--- config.mk ---
export PLATFORM = sky130hd
export DESIGN_NAME = mem_stage_ctrl
export DESIGN_NICKNAME = d
export VERILOG_FILES = /design/src/rtl/lc3b_types.sv /design/src/rtl/mem_byte_fmt.sv /design/src/rtl/mem_stage_ctrl.sv
export SDC_FILE = /design/constraint.sdc
export NUM_CORES = 1
export LEC_CHECK = 0
export ABC_AREA = 1
export BUFFER_PORTS_ARGS = -buffer_cell sky130_fd_sc_hd__buf_4
export CAP_MARGIN = 10
export CELL_PAD_IN_SITES_DETAIL_PLACEMENT = 1
export CELL_PAD_IN_SITES_GLOBAL_PLACEMENT = 1
export CORE_AREA = 2 2 98 100
export CTS_CLUSTER_SIZE = 10
export DETAILED_ROUTE_END_ITERATION = 6
export DIE_AREA = 0 0 100 102
export PLACE_DENSITY_LB_ADDON = 0.08
export SYNTH_ARGS = -nofsm -noshare
export SYNTH_HDL_FRONTEND = slang
export SYNTH_SLANG_ARGS = --single-unit
export TNS_END_PERCENT = 5
--- constraint.sdc ---
create_clock -name clk -period 2.1 [get_ports clk]
set_clock_uncertainty 0.2 [all_clocks]
set_input_delay 0.105 -clock clk [delete_from_list [all_inputs] [get_ports clk]]
set_output_delay 0.105 -clock clk [all_outputs]
set_load 0.02 [all_outputs]
--- src/rtl/lc3b_types.sv ---
// rtl/lc3b_types.sv - LC-3b opcode and memory-stage state types
package lc3b_types;

    typedef enum logic [3:0] {
        op_br   = 4'd0,
        op_add  = 4'd1,
        op_ldb  = 4'd2,
        op_stb  = 4'd3,
        op_jsr  = 4'd4,
        op_and  = 4'd5,
        op_ldr  = 4'd6,
        op_str  = 4'd7,
        op_rti  = 4'd8,
        op_not  = 4'd9,
        op_ldi  = 4'd10,
        op_sti  = 4'd11,
        op_jmp  = 4'd12,
        op_shf  = 4'd13,
        op_lea  = 4'd14,
        op_trap = 4'd15
    } lc3b_opcode;

    typedef enum logic {
        IDLE = 1'b0,
        IND  = 1'b1
    } mem_state_t;

    function automatic logic is_mem_op(lc3b_opcode op);
        return (op == op_ldr) || (op == op_ldb) || (op == op_ldi) ||
               (op == op_str) || (op == op_stb) || (op == op_sti) ||
               (op == op_trap);
    endfunction

endpackage

--- src/rtl/mem_byte_fmt.sv ---
// rtl/mem_byte_fmt.sv - byte-lane steering for stores and sign-extension for byte loads
module mem_byte_fmt
    import lc3b_types::*;
(
    input  lc3b_opcode  opcode,
    input  logic        addr_lsb,
    input  logic [15:0] st_data,
    input  logic [15:0] mem_rdata,
    output logic [15:0] wdata,
    output logic [1:0]  byte_enable,
    output logic [15:0] load_data
);

    logic [7:0] rd_byte;

    always_comb begin
        wdata       = st_data;
        byte_enable = 2'b11;
        load_data   = mem_rdata;
        rd_byte     = addr_lsb ? mem_rdata[15:8] : mem_rdata[7:0];
        if (opcode == op_stb) begin
            // Byte replicated on both lanes; the enable picks the lane that lands.
            wdata       = {st_data[7:0], st_data[7:0]};
            byte_enable = addr_lsb ? 2'b10 : 2'b01;
        end
        if (opcode == op_ldb) begin
            load_data = {{8{rd_byte[7]}}, rd_byte};
        end
    end

endmodule

--- src/rtl/mem_stage_ctrl.sv ---
// rtl/mem_stage_ctrl.sv - LC-3b MEM stage: d-cache sequencing, indirect ops, stall counting
module mem_stage_ctrl
    import lc3b_types::*;
#(
    parameter int CNT_WIDTH = 16
) (
    input  logic                 clk,
    input  logic                 rst_n,
    input  logic                 valid,
    input  lc3b_opcode           opcode,
    input  logic [15:0]          addr_in,
    input  logic [15:0]          st_data,
    input  logic                 mem_resp,
    input  logic [15:0]          mem_rdata,
    output logic [15:0]          mem_addr,
    output logic                 mem_read,
    output logic                 mem_write,
    output logic [1:0]           mem_byte_enable,
    output logic [15:0]          mem_wdata,
    output logic [15:0]          load_data,
    output logic                 done,
    output logic                 stall,
    output logic [CNT_WIDTH-1:0] stall_count
);

    mem_state_t           state_q, state_d;
    logic [14:0]          ptr_q, ptr_d;
    logic [CNT_WIDTH-1:0] cnt_q;

    logic [15:0] fmt_wdata;
    logic [1:0]  fmt_be;
    logic [15:0] fmt_load;
    logic        is_ind;
    logic        is_byte;
    logic        is_st;

    mem_byte_fmt u_fmt (
        .opcode      (opcode),
        .addr_lsb    (addr_in[0]),
        .st_data     (st_data),
        .mem_rdata   (mem_rdata),
        .wdata       (fmt_wdata),
        .byte_enable (fmt_be),
        .load_data   (fmt_load)
    );

    assign is_ind  = (opcode == op_ldi) || (opcode == op_sti);
    assign is_byte = (opcode == op_ldb) || (opcode == op_stb);
    assign is_st   = (opcode == op_str) || (opcode == op_stb);

    // Requests are combinational so zero-wait responses complete with no stall.
    always_comb begin
        state_d         = state_q;
        ptr_d           = ptr_q;
        mem_addr        = 16'h0000;
        mem_read        = 1'b0;
        mem_write       = 1'b0;
        mem_byte_enable = 2'b00;
        mem_wdata       = 16'h0000;
        load_data       = 16'h0000;
        done            = 1'b0;
        stall           = 1'b0;
        if (rst_n && valid) begin
            if (!is_mem_op(opcode)) begin
                done    = 1'b1;
                state_d = IDLE;
            end else if (state_q == IDLE) begin
                mem_addr        = is_byte ? addr_in : {addr_in[15:1], 1'b0};
                mem_write       = is_st;
                mem_read        = !is_st;
                mem_byte_enable = is_st ? fmt_be : 2'b11;
                mem_wdata       = is_st ? fmt_wdata : 16'h0000;
                if (mem_resp) begin
                    if (is_ind) begin
                        // Pointer fetched; the real access follows from IND.
                        ptr_d   = mem_rdata[15:1];
                        state_d = IND;
                        stall   = 1'b1;
                    end else begin
                        done      = 1'b1;
                        load_data = is_st ? 16'h0000 : fmt_load;
                    end
                end else begin
                    stall = 1'b1;
                end
            end else if (is_ind) begin
                mem_addr        = {ptr_q, 1'b0};
                mem_byte_enable = 2'b11;
                mem_read        = (opcode == op_ldi);
                mem_write       = (opcode == op_sti);
                mem_wdata       = (opcode == op_sti) ? st_data : 16'h0000;
                if (mem_resp) begin
                    done      = 1'b1;
                    state_d   = IDLE;
                    load_data = (opcode == op_ldi) ? mem_rdata : 16'h0000;
                end else begin
                    stall = 1'b1;
                end
            end else begin
                state_d = IDLE;
            end
        end
    end

    always_ff @(posedge clk or negedge rst_n) begin
        if (!rst_n) begin
            state_q <= IDLE;
            ptr_q   <= '0;
            cnt_q   <= '0;
        end else begin
            state_q <= state_d;
            ptr_q   <= ptr_d;
            if (stall && (cnt_q != {CNT_WIDTH{1'b1}})) begin
                cnt_q <= cnt_q + 1'b1;
            end
        end
    end

    assign stall_count = cnt_q;

endmodule
### Word-level counts from Yosys, hierarchy flattened

Cells that the tools add are included.

* bits in registers: 32
* input port bits: 56
* output and inout bits: 70
* logic and storage cells: 81

* add/subtract/negate cells: 1
* eq/ne operators: 8
* multiplexer cells: 55
* bitwise gates (word level): 1
* reduce and logical (&&, ||, !) cells: 13

Operator list (count)
* $mux 16: 21
* $mux 1: 26
* $add 16x1->16 const B: 1
* $ne 16x16->1 const B: 1
* $mux 2: 7
* $eq 4x4->1 const B: 3
* $logic_or 1x1->1: 9
* $eq 4x2->1 const B: 2
* $eq 4x3->1 const B: 2
* $mux 8: 1
* $reduce_and 5->1: 1
* $logic_and 1x1->1: 2
* $logic_not 1->1: 1
* $not 1->1: 1

### Longest topological paths before layout

Gate-level depths: netlist of the first run.

* word-level depth: 10
* mapped depth: 10
* mapped depth without buffers: 8

### Modules after synthesis

A second synthesis of the first run with hierarchy kept.

* cells, all modules: 525
* area total of the unflattened synthesis: 3106.7 µm²

Modules (own cells, without submodules)
* mem_stage_ctrl: times used 1, cells each 410, area an instance 2556.2 µm², sequential area each 800.8 µm²
* mem_byte_fmt: times used 1, cells each 115, area an instance 550.5 µm², sequential area each 0.0 µm²

### Worst setup path before layout of the first run

OpenSTA, ideal clock, no wires.

* path type: register to register
* start point: register cnt_q[0] (netlist: stall_count[0])
* end point: register cnt_q[4] (netlist: stall_count[4])
* setup time: 0.117 ns
* arrival: 1.601 ns
* required time: 1.783 ns
* path slack: 0.183 ns
* stages on the path, launching flop included: 10
* cell sequence: dfrtp_1 > ha_1 > inv_1 > nor2_1 > nand2_1 > nor2_1 > nor2_4 > buf_6 > nand2_1 > nand2_1

* cells in the longest elaborated chain, start to end: 2
* elaborated cells on any way between the ends: 3
* classes of those cells: add/sub (1); eq/ne (1); reduce/logical (1)

Ends and longest elaborated chain
* from (decl): RTL line mem_stage_ctrl.sv:28 `logic [CNT_WIDTH-1:0] cnt_q;`
* from (signal assigned): RTL line mem_stage_ctrl.sv:114 `cnt_q <= cnt_q + 1'b1;`
* parallel branches: the longest is 2 deep, another holds $add 16x1->16

Parallel ways; which one is timed is not known.
A chain may end at the register's enable or synchronous reset.

### Final worst setup path of the first run

* start point: register state_q
* end point: output port mem_wdata[12]

* cells in the longest elaborated chain, start to end: 3

Ends and longest elaborated chain
* from (decl): RTL line mem_stage_ctrl.sv:26 `mem_state_t state_q, state_d;`
* from (signal assigned): RTL line mem_stage_ctrl.sv:111 `state_q <= state_d;`
* $mux 16: RTL line mem_stage_ctrl.sv:67 `end else if (state_q == IDLE) begin`
* $mux 16: RTL line mem_stage_ctrl.sv:64 `if (!is_mem_op(opcode)) begin`
* $mux 16: RTL line mem_stage_ctrl.sv:63 `if (rst_n && valid) begin`
* to (decl): RTL line mem_stage_ctrl.sv:19 `output logic [15:0] mem_wdata,`

Every way passes these cells.

==> results of run 1 <==
-- critical path: stages (launching register included) --
cell and delay, ps:
dfrtp_1 390, buf_4 220, nor2_1 110, buf_4 170, nor2_1 50, a211oi_1 250
buf_4 190
-- synthesized netlist by cell type (all sizes together) --
cell / count
ha: 1
a211oi: 4
inv: 41
o211ai: 1
a31oi: 1
clkbuf: 8
nand2: 180
a21oi: 13
nor3: 2
o21ai: 37
nand3: 46
nand4: 20
a22oi: 1
xor2: 4
xnor2: 7
buf: 11
dfrtp: 32
nor2: 56
-- final timing paths --
kind                                  end  slack (ps)  cells past startpoint
setup reg to reg           stall_count[6]         260                      8
max in group asynchronous        ptr_q[9]        1190                      3
min in group asynchronous  stall_count[9]         210                      3
hold / removal                    state_q          90                      4
hold reg to reg                  ptr_q[8]         290                      2
setup / recovery            mem_wdata[12]         130                      6
-- area by class of cell --
cell class | count | area, um^2 | area share (%)
Multi-Input combinational cell | 373 | 1750 | 42.3
Timing Repair Buffer | 153 | 1190 | 28.7
Sequential cell | 32 | 801 | 19.3
Inverter | 41 | 154 | 3.72
Tap cell | 111 | 139 | 3.35
Clock buffer | 6 | 72.6 | 1.75
Clock inverter | 2 | 35.0 | 0.846
-- power by group --
| part | internal, uW | switching [uW] |
|---|---|---|
| Sequential | 687 | 64.5 |
| Combinational | 321 | 480 |
| Clock | 352 | 236 |
-- per-stage QoR --
stage               hold slack [ps]  instances  cell area (um^2)  setup WS [ps]
global placement              -13.5        694              3860            285
floorplan                      -391        465              2790            183
CTS                            87.9        718              4130           72.2
detailed placement            -8.83        694              3860            192
finish                         88.2        718              4140            134
global route                    133        718              4140           15.7
-- sequential cells by signal (all words and copies together), names as in the netlist --
register and count:
stall_count 16, ptr_q 15, state_q 1
-- logic make-up (layout without fill, tap and decap cells) --
group	after synthesis	in the layout
flops	32	32
xor+xnor	11	11
buf+inv	60	202
fa+ha+maj	1	1
compound gates	57	57
simple gates	304	304
-- what timing repair did --
item	CTS	global route
hold buffers	16	0
endpoints found under the hold margin	47	0
gates resized for setup	0	5
endpoints found under the setup margin	0	15
-- metal layers --
| layer | global-route usage (%) | up-vias |
|---|---|---|
| met5 | 0 | - |
| met4 | 2.42 | 0 |
| met3 | 3.35 | 7 |
| met2 | 36.3 | 98 |
| met1 | 27.8 | 1634 |
| li1 | - | 1777 |
==> results.md, run 1 <==
- Via total after detailed routing: 3516
- Vias in the first global route: 3586
- Fraction of final layout cells with drive strength greater than 1: 28.0%
- Kind of end point of the critical path: output port
- Result of the run: completed
- Critical register-to-register path startpoint: stall_count[0]
- Classification of the worst-slack hold path: in2reg
- Met3 wire len: 507 um
- Global-route wire length before repair: 17.3 mm
- Die span in x: 100 um
- WP data arrival: 1660 ps
- Setup repair after global routing missed its margin: false
- Synth-to-Final Area Change: 48.3%
- Max VDD drop: 0.000354 V
- Vertical die dimension: 102 um
- Total Negative Setup Slacks: 0 ps
- Total die area: 0.0102 mm^2
- Overall track demand over capacity in global routing: 20.7%
- Maximum clock path buffer count: 2
- Cell variety after synth: 28
- Highest-count cells in the layout ignoring fill and taps: nand2_1 (176), buf_4 (137), nor2_1 (44), nand3_1 (43), inv_1 (35)
- Post-synthesis sequential element count: 32
- Start point of the critical path: state_q
- Fraction of the mapped netlist area in compound gates: 11.0%
- Number of input and output port buffers inserted: 125
- Worst setup SP type: flip-flop
- Avg Synthesized Cell Area: 6.01 um^2
- Power per Cell Area: 517 mW/mm^2
- Final weighted congestion in routability-driven placement: 0.804
- Fmax: 0.509 GHz
- Post-synthesis share of cell area spent on xor and xnor gates: 3.45%
- Antenna Violating Nets Remaining: 0
- Number of fill cells: 1228
- Biggest fanout along the worst timing path: 22
- Adder-Cell Fraction of Synth Area: 0.448%
- Max cap viols: 0
- Global route total overflow: 0
- HPWL after detailed placement: 8.11 mm
- Total detailed-routing wirelength: 10.6 mm
- Pin count of the biggest net entering global routing: 33
- Met2 wire length: 5.17 mm
- Clock latency at the later pin of the worst-skew pair: 280 ps
- Hold Vio Cnt, Final: 0
- Most frequent standard cell in the layout excluding fill and tap cells: nand2_1
- Synth top area share: 28.7%
- Net total in the final layout: 663
- TritonRoute pass-1 iters: 4
- Final clock period utilization by the worst path: 93.6%
- Effective utilization at floorplan: 30.7%
- Sequential element share of the synthesized area: 28.7%
- Multiplexer share of the synthesized area: 0%
- Tot Pwr: 2140 uW
- Clock tree from TritonCTS: done
- Clock tree root buffer cell: clkbuf_8
- Number of sinks driven by the clock tree: 32
- Synth area leaders: dfrtp_1 (29%), nand2_1 (24%), nand3_1 (7.7%), nor2_1 (6.2%), inv_1 (4.8%)
- Post-detailed-route DRC marker count: 0
- Number of setup buffers added after CTS: 0
- Leakage Power: 0.00216 uW
- Number of antenna violations at the first check in global routing: 0
- Clock-pin slew reported for the worst setup and hold paths after clock tree synthesis: 70 ps
- Crit path kind: reg2out
- Actual slew at the worst max-slew pin: 414 ps
- Synth Cell Area: 0.00279 mm^2
- Post-layout util: 45.5%
- CTS Buf Count: 5
- Endpoint required time on the critical path: 1790 ps
- Net count after synthesis: 522
- Number of antenna diodes: 0
- H-Tree Depth: 2
- Boundary Pins: 126
- Core ar.: 0.00911 mm^2
- Via density: 4.90
- Iteration-0 DRC Markers: 71
- Met1 wire length: 4.85 mm
- Count of final setup violators: 0
- Final Max Slew Viols: 0
- Post-Synth Simple-Gate Area: 47.4%
- Gate count of the mapped netlist: 465
- Highest routing layer actually used: met4
- Cell Rows: 35
- Warnings, synthesis: 0
- Worst relative slew slack: 72.4%
- Yosys top cell by area: dfrtp_1
- Dominant combinational cell family by area after synthesis: simple AND/OR/NAND/NOR gates
- Average routed wire per standard cell: 14.7 um
- Min-delay src: valid
- Final min period: 1970 ps
(Power assumes the default switching activity.)
==> run 2, diff against run 1 <==
--- a/config.mk
+++ b/config.mk
@@ -5,15 +5,14 @@
 export SDC_FILE = /design/constraint.sdc
 export NUM_CORES = 1
 export LEC_CHECK = 0
-export ABC_AREA = 1
 export BUFFER_PORTS_ARGS = -buffer_cell sky130_fd_sc_hd__buf_4
 export CAP_MARGIN = 10
 export CELL_PAD_IN_SITES_DETAIL_PLACEMENT = 1
 export CELL_PAD_IN_SITES_GLOBAL_PLACEMENT = 1
-export CORE_AREA = 2 2 98 100
+export CORE_AREA = 2 2 88 90
 export CTS_CLUSTER_SIZE = 10
 export DETAILED_ROUTE_END_ITERATION = 6
-export DIE_AREA = 0 0 100 102
+export DIE_AREA = 0 0 90 92
 export PLACE_DENSITY_LB_ADDON = 0.08
 export SYNTH_ARGS = -nofsm -noshare
 export SYNTH_HDL_FRONTEND = slang
==> results.md, run 2 <==
- Result of the run: finished, violations left
- Failing checks: negative setup slack
- Net count after synthesis: 306
- Synth Cell Area: 0.00231 mm^2
- Die span in x: 90 um
- Final weighted congestion in routability-driven placement: 0.849
- Number of sinks driven by the clock tree: 32
- Number of synthesized flops with an enable pin: 0
- Final clock period utilization by the worst path: 101%
- Via total after detailed routing: 2612
- Number of input and output port buffers inserted: 125
- Avg Synthesized Cell Area: 9.28 um^2
- Post-layout util: 51.9%
- Maximum clock path buffer count: 2
- Synth area leaders: dfrtp_1 (35%), mux2_2 (8.3%), a22o_1 (7.2%), xor2_1 (5.7%), a21oi_1 (3.5%)
- Clock tree from TritonCTS: done
- Gate count of the mapped netlist: 249
- Setup repair after global routing missed its margin: true
- Total die area: 0.00828 mm^2
- Hold Worst Slack: 157 ps
- CTS Buf Count: 5
- Boundary Pins: 126
- Final min period: 2120 ps
- Most frequent standard cell in the layout excluding fill and tap cells: buf_4
- Global route total overflow: 0
- Kind of end point of the critical path: output port
- Post-synthesis sequential element count: 32
- Net total in the final layout: 463
- Dominant delay contributor by cell family on the critical path: buffers and inverters
- Endpoint of the worst-slack reg-to-reg timing path: stall_count[1]
- Number of flip-flops in the largest register: 16
- Total detailed-routing wirelength: 8.98 mm
- H-Tree Depth: 2
- Effective utilization at floorplan: 31.0%
- Final Max Slew Viols: 0
- Warnings, synthesis: 0
- Most instantiated library cell after synthesis: dfrtp_1
- WP buf/inv: 4
- Vias in the first global route: 2667
- Pin count of the biggest net entering global routing: 35
- Via density: 5.13
- Antenna Violating Nets Remaining: 0
- Synth top area share: 34.7%
- Synth-to-Final Area Change: 67.1%
- Clock tree root buffer cell: clkbuf_8
- Iteration-0 DRC Markers: 129
- Endpoint required time on the critical path: 1790 ps
- Post-layout worst setup margin: -16.2 ps
- Power per Cell Area: 472 mW/mm^2
- Async SR Flop Fraction: 100%
- Overall track demand over capacity in global routing: 21.1%
- Hold Vio Cnt, Final: 0
- Biggest fanout along the worst timing path: 14
- Clock-pin slew reported for the worst setup and hold paths after clock tree synthesis: 80 ps
- Number of antenna diodes: 0
- Critical register-to-register path startpoint: stall_count[1]
- Max cap viols: 0
- Sequential element share of the synthesized area: 34.7%
- WP data arrival: 1810 ps
- Cell variety after synth: 49
- Clock latency at the later pin of the worst-skew pair: 290 ps
- Most common cell type on the critical path: buf_6
- Global-route wire length before repair: 14.2 mm
- Average routed wire per standard cell: 17.6 um
- Highest-count cells in the layout ignoring fill and taps: buf_4 (144), dfrtp_1 (29), a22o_1 (19), dlygate4sd3_1 (18)
- Max VDD drop: 0.000303 V
- Core ar.: 0.00745 mm^2
- Tot Pwr: 1820 uW
- Worst relative slew slack: 61.5%
- Worst setup SP type: flip-flop
- Most frequently used flop master after synthesis: dfrtp_1
- Master of the slowest instance on the critical path: dfrtp_2
- Cell count of the worst reg-to-reg path: 5
- Fmax: 0.473 GHz
- Cell Rows: 32
- Count of final setup violators: 2
- Ranking of synthesized cells by instance count: dfrtp_1 (32), a22o_1 (19), mux2_2 (17)
- CP cell instances: buf_6 > clkinvlp_4 > nor3_2 > buf_6 > a22o_1 > buf_4
- Crit path kind: reg2out
- Leakage Power: 0.00187 uW
- HPWL after detailed placement: 6.50 mm
- Actual slew at the worst max-slew pin: 576 ps
- Yosys top cell by area: dfrtp_1
- TritonRoute pass-1 iters: 4
- Maximum cell stage delay along the critical path: 440 ps
- Vertical die dimension: 92 um
- Post-detailed-route DRC marker count: 0
- Register-to-register path setup slack: 60 ps
- Number of antenna violations at the first check in global routing: 0
- Fraction of final layout cells with drive strength greater than 1: 49.6%
- Classification of the worst-slack hold path: in2async
run 2: cell types whose count changed in the layout (fill, tap and decap cells not counted), moves of 11 or more:
cell     before  now
mux2_2        0   16
and2_1        0   11
xor2_1        4   15
nor2_1       44    8
nand3_1      43    9
inv_1        35    3
nand2_1     176   16
o21ai_1      15    0
a22o_1        0   19
nand4_1      20    4
run 2: cell families after synthesis:
group | share of synthesized area (%)
compound gates | 22.4
simple gates | 22.3
buf+inv | 3.95
xor+xnor | 5.69
flops | 34.7
fa+ha+maj | 1.03
mux | 10.0
run 2: cell type report:
cell class / instances / area, um^2
tap: 102 / 128
fill: 885 / 3580
clock buffer: 5 / 68.8
timing repair buffer: 165 / 1290
sequential: 32 / 805
multi-input combinational: 198 / 1530
inverter: 4 / 18.8
clock inverter: 3 / 18.8
run 2: worst register-to-register path, cell delays in order (launching register included):
cell and delay, ps:
dfrtp_2 440, ha_2 190, and3_1 240, and3_4 260, a211oi_4 270, mux2_4 320
run 2: worst max-delay path by stage:
stage,depth (start not counted),from,endpoint,slack [ps]
5_1_grt,6,state_q,mem_addr[9],-100
4_1_cts,6,state_q,load_data[15],-6
3_3_place_gp,5,stall_count[1],stall_count[1],130
6_report,6,state_q,mem_addr[2],-20
2_1_floorplan,7,stall_count[1],stall_count[1],-30
3_5_place_dp,5,stall_count[1],stall_count[8],70
run 2: power breakdown:
group	switching (uW)	internal, uW	total [uW]
clock	269	231	501
sequential	70.4	693	763
combinational	276	282	558
total	615	1210	1820
run 2: through the flow:
stage / instances / setup slack (ps) / cell area [um^2] / setup TNS (ps)
3_3_place_gp: 480 / 131 / 3490 / 0
2_1_floorplan: 249 / -30.3 / 2360 / -30.3
3_5_place_dp: 480 / 72.1 / 3490 / 0
6_report: 509 / -16.2 / 3860 / -16.7
4_1_cts: 506 / -5.90 / 3780 / -29.0
5_1_grt: 509 / -98.4 / 3860 / -1330
run 2: metal layers:
layer  wire length (um)  track usage [%]  up-vias
li1                   -                -     1250
met5                  0                0        -
met2               4660             37.2       75
met3                407             4.03        8
met4                 74             4.23        0
met1               3830             27.2     1279
run 2: timing repair:
action	4_1_cts	5_1_grt
hold buffers	18	0
pin swaps	0	1
hold endpoints to repair	48	0
setup buffers	0	3
endpoints found under the setup margin	22	48
resized for setup	6	12
==> run 3, diff against run 2 <==
--- a/config.mk
+++ b/config.mk
@@ -9,10 +9,10 @@
 export CAP_MARGIN = 10
 export CELL_PAD_IN_SITES_DETAIL_PLACEMENT = 1
 export CELL_PAD_IN_SITES_GLOBAL_PLACEMENT = 1
-export CORE_AREA = 2 2 88 90
+export CORE_AREA = 2 2 93 95
 export CTS_CLUSTER_SIZE = 10
 export DETAILED_ROUTE_END_ITERATION = 6
-export DIE_AREA = 0 0 90 92
+export DIE_AREA = 0 0 95 97
 export PLACE_DENSITY_LB_ADDON = 0.08
 export SYNTH_ARGS = -nofsm -noshare
 export SYNTH_HDL_FRONTEND = slang
==> constraint.sdc (replaced) <==
create_clock -name clk -period 1.8 [get_ports clk]
set_clock_uncertainty 0.2 [all_clocks]
set_input_delay 0.09 -clock clk [delete_from_list [all_inputs] [get_ports clk]]
set_output_delay 0.09 -clock clk [all_outputs]
set_load 0.02 [all_outputs]
==> results.md, run 3 (synthesized netlist as in run 2, its figures left out) <==
- Number of antenna violations at the first check in global routing: 0
- Final clock period utilization by the worst path: 111%
- Average routed wire per standard cell: 17.4 um
- Clock power frac: 29.5%
- Area used by sequential logic in the layout: 805 um^2
- Fmax: 0.501 GHz
- Critical register-to-register path startpoint: state_q
- P_int: 1630 uW
- Via total after detailed routing: 2778
- Core ar.: 0.00813 mm^2
- WP data arrival: 1710 ps
- Boundary Pins: 126
- Global route total overflow: 0
- H-Tree Depth: 2
- Cell count of the worst reg-to-reg path: 4
- Total placed instance area: 0.00375 mm^2
- Non-filler cells in the finished layout: 543
- Pin count of the biggest net entering global routing: 33
- Actual slew at the worst max-slew pin: 520 ps
- Setup repair after global routing missed its margin: true
- Clock tree from TritonCTS: done
- Worst setup SP type: flip-flop
- Fraction of final layout cells with drive strength greater than 1: 57.3%
- Endpoint of the worst-slack reg-to-reg timing path: stall_count[2]
- Die span in x: 95 um
- Effective utilization at floorplan: 28.4%
- Failing checks: negative setup slack
- Crit path kind: reg2out
- Highest-count cells in the layout ignoring fill and taps: buf_4 (162), dfrtp_1 (29), a22o_1 (19), dlygate4sd3_1 (17), mux2_2 (16)
- Worst hold path endpoint: state_q
- Final weighted congestion in routability-driven placement: 0.762
- Number of flip-flops in the largest register: 16
- Net total in the final layout: 494
- Cell Rows: 33
- Min-Delay Path Depth: 4
- Post-layout worst setup margin: -198 ps
- Placed cell count: 515
- Number of input and output port buffers inserted: 125
- Antenna Violating Nets Remaining: 0
- Clock tree root buffer cell: clkbuf_8
- Max cap viols: 0
- HPWL after detailed placement: 7.04 mm
- Count of final setup violators: 60
- CTS Buf Count: 5
- Number of antenna diodes: 0
- Vias in the first global route: 2833
- Global-route wire length before repair: 14.7 mm
- Non-Filler Cell Area, Final: 0.00431 mm^2
- Footprint of the multi-input gates: 0.00165 mm^2
- TritonRoute pass-1 iters: 4
- Switching share of power: 31.4%
- Synth-to-Final Area Change: 86.5%
- Kind of end point of the critical path: output port
- Clock-pin slew reported for the worst setup and hold paths after clock tree synthesis: 70 ps
- Total die area: 0.00922 mm^2
- Biggest fanout along the worst timing path: 10
- Number of fill cells: 937
- Number of sinks driven by the clock tree: 32
- Endpoint required time on the critical path: 1510 ps
- Tot Pwr: 2380 uW
- Combinational group share of total power: 33.2%
- Classification of the worst-slack hold path: in2reg
- Total detailed-routing wirelength: 9.46 mm
- Register-to-register path setup slack: -110 ps
- Result of the run: finished, violations left
- Max VDD drop: 0.000587 V
- Clock latency at the later pin of the worst-skew pair: 280 ps
- Iteration-0 DRC Markers: 94
- Post-detailed-route DRC marker count: 0
- Overall track demand over capacity in global routing: 20.0%
- Maximum clock path buffer count: 2
- Final Max Slew Viols: 0
- Share of total power in sequential cells: 37.3%
- Via density: 5.12
- Final min period: 2000 ps
- Min-delay src: mem_resp
- Power per Cell Area: 552 mW/mm^2
- Most frequent standard cell in the layout excluding fill and tap cells: buf_4
- Leakage Power: 0.00207 uW
- Vertical die dimension: 97 um
- Worst relative slew slack: 65.0%
- Switching Power: 746 uW
- Hold Vio Cnt, Final: 0
[run 3: power groups by stage]
stage / registers, uW / clock network [uW] / logic (uW)
floorplan: 938 / 0 / 257
detailed placement: 886 / 0 / 703
global placement: 881 / 0 / 686
global route: 898 / 755 / 853
finish: 887 / 701 / 789
CTS: 886 / 715 / 777
[run 3: critical path: stages, from the launching register on]
cell and delay [ps]:
dfrtp_2 470, buf_6 170, inv_2 70, buf_6 120, a41o_1 90, o2111ai_1 120, a31oi_1 200, buf_4 180
[run 3: final cells by class]
class	count	area share [%]
clock buffers	6	1.68
multi-input cells	198	38.2
inverters	4	0.348
clock inverters	2	0.813
flip-flops and latches	32	18.7
well taps	105	3.05
repair buffers	196	37.2
[run 3: how the worst max path moves through the flow]
stage                          end            from  slack, ps
global route         load_data[14]         state_q       -250
detailed placement  stall_count[4]  stall_count[1]       -220
finish               load_data[15]         state_q       -200
floorplan           stall_count[1]  stall_count[1]       -330
global placement    stall_count[4]  stall_count[1]       -190
CTS                  load_data[14]         state_q       -180
[run 3: through the flow]
| step | util, % | setup WS, ps | hold WS, ps | TNS [ps] |
|---|---|---|---|---|
| after detailed placement | 46.1 | -217 | 2.26 | -3350 |
| after global routing | 53.0 | -248 | 95.0 | -11540 |
| after global placement | 46.1 | -188 | -6.50 | -2320 |
| after CTS | 51.6 | -176 | 36.7 | -6190 |
| final | 53.0 | -198 | 74.2 | -6110 |
| after floorplan | - | -330 | -406 | -3110 |
[run 3: routing by layer]
| metal | GRT usage, % | wire (um) |
|---|---|---|
| met5 | 0 | 0 |
| met4 | 2.56 | 34 |
| met3 | 3.35 | 499 |
| met2 | 34.2 | 4720 |
| met1 | 26.9 | 4210 |
[run 3: timing repair]
| action | 4_1_cts | 5_1_grt |
|---|---|---|
| pin swaps | 11 | 13 |
| setup buffers | 0 | 1 |
| hold endpoints to repair | 48 | 0 |
| endpoints found under the setup margin | 68 | 68 |
| cloned | 1 | 0 |
| resized for setup | 31 | 30 |
| hold buffers | 18 | 0 |
